--- config.mk ---
export PLATFORM = sky130hd
export DESIGN_NAME = br_update_queue_flat
export DESIGN_NICKNAME = d
export VERILOG_FILES = /design/src/rtl/br_update_queue_if.sv /design/src/rtl/br_update_queue.sv /design/src/flat_wrapper.sv
export SDC_FILE = /design/constraint.sdc
export NUM_CORES = 1
export LEC_CHECK = 0
export ABC_CLOCK_PERIOD_IN_PS = 5400
export CAP_MARGIN = 20
export CELL_PAD_IN_SITES_DETAIL_PLACEMENT = 0
export CELL_PAD_IN_SITES_GLOBAL_PLACEMENT = 1
export CORE_MARGIN = 4
export CORE_UTILIZATION = 40
export CTS_CLUSTER_DIAMETER = 100
export CTS_CLUSTER_SIZE = 40
export DETAILED_ROUTE_END_ITERATION = 12
export PLACE_DENSITY_LB_ADDON = 0.1
export SLEW_MARGIN = 20
export SYNTH_ARGS = -nofsm -noshare
export SYNTH_HDL_FRONTEND = slang
export SYNTH_SLANG_ARGS = --single-unit
--- constraint.sdc ---
create_clock -name i_clk -period 5.4 [get_ports i_clk]
set_input_delay 1.08 -clock i_clk [delete_from_list [all_inputs] [get_ports i_clk]]
set_output_delay 1.08 -clock i_clk [all_outputs]
set_load 0.05 [all_outputs]
--- src/rtl/br_update_queue_if.sv ---
// Bundle between the two branch-resolution lanes and the branch_unit update port.
// master = execute-stage side, slave = br_update_queue.
interface br_update_queue_if #(
  parameter int DEPTH = 4
);
  localparam int CW = $clog2(DEPTH) + 1;

  logic          i_l0_en;
  logic          i_l0_valid;
  logic          i_l0_taken;
  logic [31:0]   i_l0_pc;
  logic [31:0]   i_l0_target;
  logic          i_l1_en;
  logic          i_l1_valid;
  logic          i_l1_taken;
  logic [31:0]   i_l1_pc;
  logic [31:0]   i_l1_target;
  logic          o_br_update_en;
  logic          o_br_update_valid;
  logic          o_br_update_taken;
  logic [31:0]   o_br_update_pc;
  logic [31:0]   o_br_update_target;
  logic          o_ready;
  logic          o_overflow;
  logic [CW-1:0] o_count;

  modport master (
    output i_l0_en, i_l0_valid, i_l0_taken, i_l0_pc, i_l0_target,
    output i_l1_en, i_l1_valid, i_l1_taken, i_l1_pc, i_l1_target,
    input  o_br_update_en, o_br_update_valid, o_br_update_taken,
    input  o_br_update_pc, o_br_update_target, o_ready, o_overflow, o_count
  );

  modport slave (
    input  i_l0_en, i_l0_valid, i_l0_taken, i_l0_pc, i_l0_target,
    input  i_l1_en, i_l1_valid, i_l1_taken, i_l1_pc, i_l1_target,
    output o_br_update_en, o_br_update_valid, o_br_update_taken,
    output o_br_update_pc, o_br_update_target, o_ready, o_overflow, o_count
  );
endinterface

--- src/rtl/br_update_queue.sv ---
// Two-lane in-order branch-resolution queue feeding branch_unit's single update port.
// Optional same-cycle bypass on an empty queue: define BR_UPDATE_BYPASS_EN.
module br_update_queue #(
  parameter int DEPTH = 4
) (
  input  logic               i_clk,
  input  logic               i_rst_n,
  br_update_queue_if.slave   io_brIf
);
  localparam int PW = $clog2(DEPTH);
  localparam int CW = PW + 1;
  localparam logic [CW:0]   DEPTH_W = (CW+1)'(DEPTH);
  localparam logic [CW:0]   ONE_W   = (CW+1)'(1);
  localparam logic [CW:0]   TWO_W   = (CW+1)'(2);
  localparam logic [CW-1:0] READY_MAX = CW'(DEPTH - 2);

  logic          r_valid  [DEPTH];
  logic          r_taken  [DEPTH];
  logic [31:0]   r_pc     [DEPTH];
  logic [31:0]   r_target [DEPTH];
  logic [PW-1:0] r_rdPtr;
  logic [PW-1:0] r_wrPtr;
  logic [CW-1:0] r_count;
  logic          r_overflow;

  logic          w_pop;
  logic          w_bypass;
  logic          w_store0;
  logic          w_store1;
  logic          w_acc0;
  logic          w_acc1;
  logic          w_drop;
  logic [CW:0]   w_free;
  logic [PW-1:0] w_wrAddr1;

  assign w_pop = (r_count != '0);

`ifdef BR_UPDATE_BYPASS_EN
  assign w_bypass = (r_count == '0) && (io_brIf.i_l0_en || io_brIf.i_l1_en);
`else
  assign w_bypass = 1'b0;
`endif

  // A bypassed lane is consumed directly and never takes a storage slot.
  assign w_store0 = io_brIf.i_l0_en && !w_bypass;
  assign w_store1 = io_brIf.i_l1_en && !(w_bypass && !io_brIf.i_l0_en);

  // Slots free at the next edge count the head leaving; lane 0 wins the last slot.
  assign w_free    = DEPTH_W - {1'b0, r_count} + {{CW{1'b0}}, w_pop};
  assign w_acc0    = w_store0 && (w_free >= ONE_W);
  assign w_acc1    = w_store1 && (w_acc0 ? (w_free >= TWO_W) : (w_free >= ONE_W));
  assign w_drop    = (w_store0 && !w_acc0) || (w_store1 && !w_acc1);
  assign w_wrAddr1 = r_wrPtr + PW'(w_acc0);

  always_ff @(posedge i_clk or negedge i_rst_n) begin
    if (!i_rst_n) begin
      for (int i = 0; i < DEPTH; i++) begin
        r_valid[i]  <= 1'b0;
        r_taken[i]  <= 1'b0;
        r_pc[i]     <= '0;
        r_target[i] <= '0;
      end
      r_rdPtr    <= '0;
      r_wrPtr    <= '0;
      r_count    <= '0;
      r_overflow <= 1'b0;
    end else begin
      if (w_acc0) begin
        r_valid[r_wrPtr]  <= io_brIf.i_l0_valid;
        r_taken[r_wrPtr]  <= io_brIf.i_l0_taken;
        r_pc[r_wrPtr]     <= io_brIf.i_l0_pc;
        r_target[r_wrPtr] <= io_brIf.i_l0_target;
      end
      if (w_acc1) begin
        r_valid[w_wrAddr1]  <= io_brIf.i_l1_valid;
        r_taken[w_wrAddr1]  <= io_brIf.i_l1_taken;
        r_pc[w_wrAddr1]     <= io_brIf.i_l1_pc;
        r_target[w_wrAddr1] <= io_brIf.i_l1_target;
      end
      r_wrPtr <= r_wrPtr + PW'(w_acc0) + PW'(w_acc1);
      if (w_pop) begin
        r_rdPtr <= r_rdPtr + PW'(1);
      end
      r_count <= r_count + CW'(w_acc0) + CW'(w_acc1) - CW'(w_pop);
      if (w_drop) begin
        r_overflow <= 1'b1;
      end
    end
  end

  always_comb begin
    io_brIf.o_br_update_en     = 1'b0;
    io_brIf.o_br_update_valid  = 1'b0;
    io_brIf.o_br_update_taken  = 1'b0;
    io_brIf.o_br_update_pc     = '0;
    io_brIf.o_br_update_target = '0;
    if (w_bypass) begin
      io_brIf.o_br_update_en = 1'b1;
      if (io_brIf.i_l0_en) begin
        io_brIf.o_br_update_valid  = io_brIf.i_l0_valid;
        io_brIf.o_br_update_taken  = io_brIf.i_l0_taken;
        io_brIf.o_br_update_pc     = io_brIf.i_l0_pc;
        io_brIf.o_br_update_target = io_brIf.i_l0_target;
      end else begin
        io_brIf.o_br_update_valid  = io_brIf.i_l1_valid;
        io_brIf.o_br_update_taken  = io_brIf.i_l1_taken;
        io_brIf.o_br_update_pc     = io_brIf.i_l1_pc;
        io_brIf.o_br_update_target = io_brIf.i_l1_target;
      end
    end else if (w_pop) begin
      io_brIf.o_br_update_en     = 1'b1;
      io_brIf.o_br_update_valid  = r_valid[r_rdPtr];
      io_brIf.o_br_update_taken  = r_taken[r_rdPtr];
      io_brIf.o_br_update_pc     = r_pc[r_rdPtr];
      io_brIf.o_br_update_target = r_target[r_rdPtr];
    end
  end

  assign io_brIf.o_ready    = (r_count <= READY_MAX);
  assign io_brIf.o_overflow = r_overflow;
  assign io_brIf.o_count    = r_count;

endmodule

--- src/flat_wrapper.sv ---
// flat-port wrapper written by rule: the top's interface ports become plain ports
module br_update_queue_flat 
#(
  parameter int DEPTH = 4
)
  (i_clk, i_rst_n, io_brIf_i_l0_en, io_brIf_i_l0_valid, io_brIf_i_l0_taken, io_brIf_i_l0_pc, io_brIf_i_l0_target, io_brIf_i_l1_en, io_brIf_i_l1_valid, io_brIf_i_l1_taken, io_brIf_i_l1_pc, io_brIf_i_l1_target, io_brIf_o_br_update_en, io_brIf_o_br_update_valid, io_brIf_o_br_update_taken, io_brIf_o_br_update_pc, io_brIf_o_br_update_target, io_brIf_o_ready, io_brIf_o_overflow, io_brIf_o_count);
  br_update_queue_if #(.DEPTH(DEPTH)) io_brIf_i ();
  input  logic i_clk;
  input  logic i_rst_n;
  input wire logic [$bits(io_brIf_i.i_l0_en)-1:0] io_brIf_i_l0_en;
  input wire logic [$bits(io_brIf_i.i_l0_valid)-1:0] io_brIf_i_l0_valid;
  input wire logic [$bits(io_brIf_i.i_l0_taken)-1:0] io_brIf_i_l0_taken;
  input wire logic [$bits(io_brIf_i.i_l0_pc)-1:0] io_brIf_i_l0_pc;
  input wire logic [$bits(io_brIf_i.i_l0_target)-1:0] io_brIf_i_l0_target;
  input wire logic [$bits(io_brIf_i.i_l1_en)-1:0] io_brIf_i_l1_en;
  input wire logic [$bits(io_brIf_i.i_l1_valid)-1:0] io_brIf_i_l1_valid;
  input wire logic [$bits(io_brIf_i.i_l1_taken)-1:0] io_brIf_i_l1_taken;
  input wire logic [$bits(io_brIf_i.i_l1_pc)-1:0] io_brIf_i_l1_pc;
  input wire logic [$bits(io_brIf_i.i_l1_target)-1:0] io_brIf_i_l1_target;
  output wire logic [$bits(io_brIf_i.o_br_update_en)-1:0] io_brIf_o_br_update_en;
  output wire logic [$bits(io_brIf_i.o_br_update_valid)-1:0] io_brIf_o_br_update_valid;
  output wire logic [$bits(io_brIf_i.o_br_update_taken)-1:0] io_brIf_o_br_update_taken;
  output wire logic [$bits(io_brIf_i.o_br_update_pc)-1:0] io_brIf_o_br_update_pc;
  output wire logic [$bits(io_brIf_i.o_br_update_target)-1:0] io_brIf_o_br_update_target;
  output wire logic [$bits(io_brIf_i.o_ready)-1:0] io_brIf_o_ready;
  output wire logic [$bits(io_brIf_i.o_overflow)-1:0] io_brIf_o_overflow;
  output wire logic [$bits(io_brIf_i.o_count)-1:0] io_brIf_o_count;
  assign io_brIf_i.i_l0_en = io_brIf_i_l0_en;
  assign io_brIf_i.i_l0_valid = io_brIf_i_l0_valid;
  assign io_brIf_i.i_l0_taken = io_brIf_i_l0_taken;
  assign io_brIf_i.i_l0_pc = io_brIf_i_l0_pc;
  assign io_brIf_i.i_l0_target = io_brIf_i_l0_target;
  assign io_brIf_i.i_l1_en = io_brIf_i_l1_en;
  assign io_brIf_i.i_l1_valid = io_brIf_i_l1_valid;
  assign io_brIf_i.i_l1_taken = io_brIf_i_l1_taken;
  assign io_brIf_i.i_l1_pc = io_brIf_i_l1_pc;
  assign io_brIf_i.i_l1_target = io_brIf_i_l1_target;
  assign io_brIf_o_br_update_en = io_brIf_i.o_br_update_en;
  assign io_brIf_o_br_update_valid = io_brIf_i.o_br_update_valid;
  assign io_brIf_o_br_update_taken = io_brIf_i.o_br_update_taken;
  assign io_brIf_o_br_update_pc = io_brIf_i.o_br_update_pc;
  assign io_brIf_o_br_update_target = io_brIf_i.o_br_update_target;
  assign io_brIf_o_ready = io_brIf_i.o_ready;
  assign io_brIf_o_overflow = io_brIf_i.o_overflow;
  assign io_brIf_o_count = io_brIf_i.o_count;
  br_update_queue #(.DEPTH(DEPTH)) u_core (.i_clk(i_clk), .i_rst_n(i_rst_n), .io_brIf(io_brIf_i));
endmodule
==> reports/results.tsv, run 1 <==
stage	metric	value	unit
status	outcome	finished, final reports clean	
clock_tree	htree_levels	1	
clock_tree	ctsLongestPathBuffers	3	
routing	vias_per_cell	6.84	
sta	finalMaxSlewViolations	0	
hold_path	min_path_type	register to register	
worst_setup_path	cp.required	4.32	ns
routing	firstDrtPassIters	5	
routing	drtIter0Drc	1926	
clock_tree	cts_buffers	14	
grt	first_global_vias	15632	
synthesis	netlist_area	15700	um^2
sta	max_slew_margin	4.60	%
worst_setup_path	arrival	3.37	ns
sta	fin_setup_tns	0	ns
placement	dp_hpwl	33000	um
grt	grt_start_max_net_pins	265	
synthesis	synth.ff_latch_count	272	
cells_and_area	layout-drive-gt1-share	8.49	%
synthesis	yosysUniqueCellTypes	28	
floorplanning	die_w	206	um
sta	rsz0062_at_grt	no	
cells_and_area	final_cells	2299	
flow_run	maxCapViolCount	0	
synthesis	synthFlopType	dfrtp_1	
synthesis	ys_warn_count	0	
floorplanning	core	38700	um^2
clock_tree	clockRootBuffer	clkbuf_16	
sta	period_share	82.5	%
sta	finalHoldViolations	0	
clock_tree	hold_buffers	0	
routing	ant_nets	0	
floorplanning	start_util	40.6	%
floorplanning	ios	208	
synthesis	synth_edf_count	0	
clock_tree	cts_tree	built	
synthesis	synth_fp_nets	1884	
cells_and_area	nets	1915	
floorplanning	fp.dieH	206	um
floorplanning	dieArea	42500	um^2
synthesis	synth_cells	1739	
synthesis	postSynth.asyncResetShare	100	%
synthesis	yosysSeqAreaShare	43.3	%
routing	vias	15736	
worst_setup_path	criticalPathCategory	register to primary output	
worst_setup_path	crit_fanout	67	
floorplanning	fp-row-count	72	
routing	wl_per_cell	28.0	um
sta	fin_crit	4.45	ns
grt	grt_pass1_wl	98300	um
grt	antenna_found_initial	5	
clock_tree	cts_setup_buffers	0	
synthesis	synth.avg_cell_area	9.04	um^2
placement	port_buffers	207	
placement	gp_congestion	0.774	
clock_tree	path_clk_slew	0.13	ns
routing	wl	64300	um
grt	grtUsageTotal	29.3	%
routing	drc	0	
clock_tree	clk_latency	0.54	ns
worst_setup_path	cp-end-kind	primary output	
worst_setup_path	startpoint_type	register	
clock_tree	clock_sinks	272	
grt	grt_remaining_overflow	0	
sta	final-setup-viol-count	0	
cells_and_area	filler_cell_count	3683	
sta	finalClockSkew	0.0405	ns
clock_tree	cts_resized	0	
cells_and_area	area_growth	17.9	%
sta	worst_pin_slew	1.43	ns
placement	dpl.cell_count	2271	
sta	max_freq	225	MHz
==> Yosys cell counts, types with 4 or more instances <==
library cell	n	area, um^2
buf_1	20	75.1
a31oi_1	264	1650
nor2b_1	71	444
or2_2	4	25.0
inv_1	5	18.8
nor3_1	264	1320
ha_1	7	87.6
xnor2_1	6	52.6
nand4_1	66	413
mux4_2	66	1490
buf_6	4	45.0
buf_2	25	125
dfrtp_1	272	6810
o21ai_0	264	1320
clkbuf_1	182	683
nand3_1	199	996
==> routing by layer <==
layer	global-route usage [%]	vias up	share of wire, %
li1	-	6709	-
met1	43.5	7949	42
met3	4.71	78	10
met4	7.34	6	1.5
met5	0	-	0.073
met2	45.2	994	46
==> path summary, 6_finish.rpt <==
path,startpoint,end,slack [ns],cells after the start
worst max register to register,u_core.io_brIf.o_count[1]$_DFF_PN0_,u_core.r_pc[118]$_DFF_PN0_,1.45,10
min in group asynchronous,i_rst_n,u_core.r_target[68]$_DFF_PN0_,0.52,1
worst min register to register,u_core.io_brIf.o_overflow$_DFFE_PN0P_,u_core.io_brIf.o_overflow$_DFFE_PN0P_,0.49,1
worst min-delay path,u_core.io_brIf.o_overflow$_DFFE_PN0P_,u_core.io_brIf.o_overflow$_DFFE_PN0P_,0.49,1
max in group asynchronous,i_rst_n,u_core.r_pc[68]$_DFF_PN0_,3.99,2
worst max-delay path,u_core.io_brIf.o_count[1]$_DFF_PN0_,io_brIf_o_br_update_target[0],0.95,6
==> stage by stage <==
| stage | setup WS, ns | hold WS, ns | cell area (um^2) | util [%] |
|---|---|---|---|---|
| 5_1_grt | 0.747 | 0.538 | 18500 | 47.8 |
| 6_report | 0.947 | 0.494 | 18500 | 47.8 |
| 3_5_place_dp | 1.24 | 0.469 | 18000 | 46.5 |
| 4_1_cts | 0.933 | 0.500 | 18500 | 47.7 |
| 3_3_place_gp | 1.25 | 0.476 | 18000 | 46.4 |
| 2_1_floorplan | 0.736 | 0.522 | 15700 | - |
==> kinds of logic after synthesis <==
kind of cell | Yosys count | share of synthesized area, %
simple gates | 615 | 20.8
xor+xnor | 6 | 0.334
compound gates | 534 | 19.3
mux | 66 | 9.46
flops | 272 | 43.3
buf+inv | 237 | 6.05
fa+ha+maj | 9 | 0.812
==> final cells by class <==
type	instances	area, um^2	area share (%)
antenna	3	7.51	0.0405
tap	518	648	3.50
clock inverter	6	75.1	0.405
multi-input combinational	1230	8030	43.3
sequential	272	6820	36.8
inverter	6	27.5	0.149
clock buffer	18	407	2.20
timing repair buffer	246	2510	13.5
==> critical path: stages, from the launching register on <==
cell	delay (ns)
dfrtp_1	0.45
inv_1	0.20
nand2_1	0.21
inv_2	0.10
buf_4	0.79
nor2b_1	0.26
clkdlybuf4s50_1	0.78
==> sequential cells by signal, summed over array words and instances (netlist names) <==
name / count
u_core.io_brIf.o_count: 3
u_core.io_brIf.o_overflow: 1
u_core.r_pc: 128
u_core.r_rdPtr: 2
u_core.r_taken: 4
u_core.r_target: 128
u_core.r_valid: 4
u_core.r_wrPtr: 2
==> cell usage in the layout, fill, tap and decap left out, types with 6 or more instances in the layout <==
cell             Yosys  routed
a31oi_1            264     264
buf_12               0       8
buf_4                0      29
clkbuf_16            0      15
clkdlybuf4s50_1      0     206
dfrtp_1            272     268
ha_1                 7       7
mux4_2              66      66
nand3_1            199     198
nand4_1             66      66
nor2b_1             71      69
nor3_1             264     264
o21ai_0            264     264
xnor2_1              6       6
Power of run 1 is not shown: default switching activity piles up to over one toggle a cycle in this logic, so the estimate is an artifact.
==> run 2: changes to the inputs <==
- ABC_CLOCK_PERIOD_IN_PS: 5400 -> 3620
- CORE_UTILIZATION: 40 -> 39
- clock period: 5.4 -> 3.62 ns (I/O delays scaled with it)
==> run 2 against run 1 <==
Net effect:
- die area up 2.5%
- clock-buffer cell count down 2
- design area up 1.2%
- register-to-register slack worse by 1.2 ns
- flip-flop and latch count unchanged
- non-clock buffer count up 13
- critical endpoint is now io_brIf_o_br_update_pc[23]
==> reports/results.tsv, run 2 (synthesis results as in run 1) <==
stage	metric	value	unit
worst_setup_path	criticalPathCategory	register to primary output	
floorplanning	ios	208	
clock_tree	cts_tree	built	
routing	drtIter0Drc	1745	
sta	fin_crit	3.53	ns
sta	max_freq	283	MHz
worst_setup_path	crit_fanout	13	
routing	drc	0	
clock_tree	clockRootBuffer	clkbuf_16	
clock_tree	cts_buffers	15	
cells_and_area	largestRegisters	u_core.r_pc (128), u_core.r_target (128)	
cells_and_area	area_growth	19.3	%
routing	wl	65500	um
grt	antenna_found_initial	1	
flow_run	maxCapViolCount	0	
clock_tree	cts_setup_buffers	0	
hold_path	min_path_type	input port to async pin	
floorplanning	die_w	209	um
status	outcome	finished, final reports clean	
grt	first_global_vias	15850	
clock_tree	ctsLongestPathBuffers	3	
sta	finalHoldViolations	0	
sta	fin_setup_tns	0	ns
cells_and_area	final_common_cell	dfrtp_1	
grt	grt_remaining_overflow	0	
cells_and_area	register_area	6830	um^2
grt	grt_pass1_wl	100000	um
floorplanning	fp.dieH	209	um
worst_setup_path	arrival	2.81	ns
placement	dp_hpwl	33800	um
floorplanning	core	39800	um^2
grt	grtUsageTotal	28.8	%
worst_setup_path	max_stage_delay	0.73	ns
placement	port_buffers	207	
floorplanning	fp-row-count	73	
sta	worst_pin_slew	1.22	ns
floorplanning	dieArea	43600	um^2
worst_setup_path	cp_top_family	buffers and inverters	
worst_setup_path	rrSetupSlack	0.22	ns
cells_and_area	multiInputGateArea	8060	um^2
routing	ant_nets	0	
clock_tree	path_clk_slew	0.12	ns
cells_and_area	filler_cell_count	3794	
clock_tree	clk_latency	0.53	ns
sta	finalMaxSlewViolations	0	
sta	period_share	97.6	%
worst_setup_path	path_cells	buf_12 > mux4_2 > nor2b_1 > clkdlybuf4s50_1	
floorplanning	start_util	39.5	%
worst_setup_path	reg2reg_depth	10	
worst_setup_path	startpoint_type	register	
worst_setup_path	cp-end-kind	primary output	
worst_setup_path	reg2reg_to	u_core.r_pc[101]$_DFF_PN0_	
grt	grt_start_max_net_pins	265	
sta	max_slew_margin	18.7	%
worst_setup_path	cp.required	2.90	ns
placement	gp_congestion	0.776	
clock_tree	clock_sinks	272	
clock_tree	htree_levels	1	
sta	finalClockSkew	0.0199	ns
cells_and_area	nets	1929	
routing	firstDrtPassIters	7	
routing	wl_per_cell	28.3	um
cells_and_area	layout-drive-gt1-share	11.5	%
sta	rsz0062_at_grt	no	
cells_and_area	final_cell_mix	dfrtp_1, a31oi_1, o21ai_0, nor3_1, nand3_1	
cells_and_area	diodes	0	
worst_setup_path	rr_startpoint	u_core.io_brIf.o_count[0]$_DFF_PN0_	
routing	vias	15782	
sta	final-setup-viol-count	0	
worst_setup_path	worst-path-buf-inv	2	
routing	vias_per_cell	6.81	
worst_setup_path	cpMaxStageDelayCell	clkdlybuf4s50_1	
run 2: changes by cell type in the layout (fill, tap and decap cells not counted), moves of 2 or more:
cell	delta
dfrtp_1	-3
buf_4	+33
buf_16	-2
diode_2	-3
dlymetal6s2s_1	+10
buf_12	+14
clkdlybuf4s50_1	-49
dfrtp_2	+3
dlygate4sd2_1	+6
run 2: worst register-to-register path: cells and delay by family, from the launching register on:
kind / cells / cell delay, ns
buf+inv: 3 / 1.55
simple gates: 4 / 0.62
flops: 1 / 0.48
compound gates: 2 / 0.45
fa+ha+maj: 1 / 0.23
run 2: final cells by class:
cell class                 count  area share (%)
clock buffer                  16            2.08
clock inverter                 8           0.561
inverter                       6           0.160
multi-input combinational   1230            43.0
sequential                   272            36.4
tap                          525            3.50
timing repair buffer         259            14.3
run 2: layer usage:
layer  part of all wire [%]  routed length (um)  GRT usage (%)
met1                     41               27100           41.4
met4                    2.3                1500           7.79
met3                    9.3                6080           4.92
met5                  0.031                  20              0
met2                     47               30800           45.3
run 2: how the worst max path moves through the flow:
stage	from	endpoint	slack [ns]	cells after the start
3_3_place_gp	io_brIf_i_l0_en	u_core.r_taken[0]$_DFF_PN0_	0.12	7
4_1_cts	u_core.r_rdPtr[0]$_DFFE_PN0N_	io_brIf_o_br_update_pc[4]	0.007	4
5_1_grt	u_core.r_rdPtr[0]$_DFFE_PN0N_	io_brIf_o_br_update_pc[23]	0.01	4
2_1_floorplan	u_core.io_brIf.o_count[1]$_DFF_PN0_	u_core.r_target[57]$_DFF_PN0_	0.01	18
3_5_place_dp	io_brIf_i_l0_en	u_core.r_target[127]$_DFF_PN0_	0.12	7
6_report	u_core.r_rdPtr[0]$_DFFE_PN0N_	io_brIf_o_br_update_pc[23]	0.09	4
run 2: repair_timing:
action | 4_1_cts | 5_1_grt
resized for setup | 7 | 10
endpoints found under the setup margin | 18 | 10
hold buffers | 0 | 0
pin swaps | 0 | 0
run 2: stage by stage:
step                hold slack, ns  util, %  instances  setup WS, ns  instance area (um^2)
floorplan                    0.428        -       1739        0.0102                 15800
global placement             0.473     45.8       2292         0.122                 18200
detailed placement           0.466     45.8       2292         0.119                 18200
CTS                          0.138     47.0       2316       0.00661                 18700
global route                 0.147     47.1       2316        0.0121                 18700
finish                       0.124     47.1       2316        0.0882                 18700
Power of run 2 is left out for the same reason.
==> run 3: changes to the inputs <==
- GPL_ROUTABILITY_DRIVEN: not set -> 0
==> results of run 3 <==
Final layout, timing and power as in run 2 (identical DEF).
Power of run 3 is left out for the same reason.
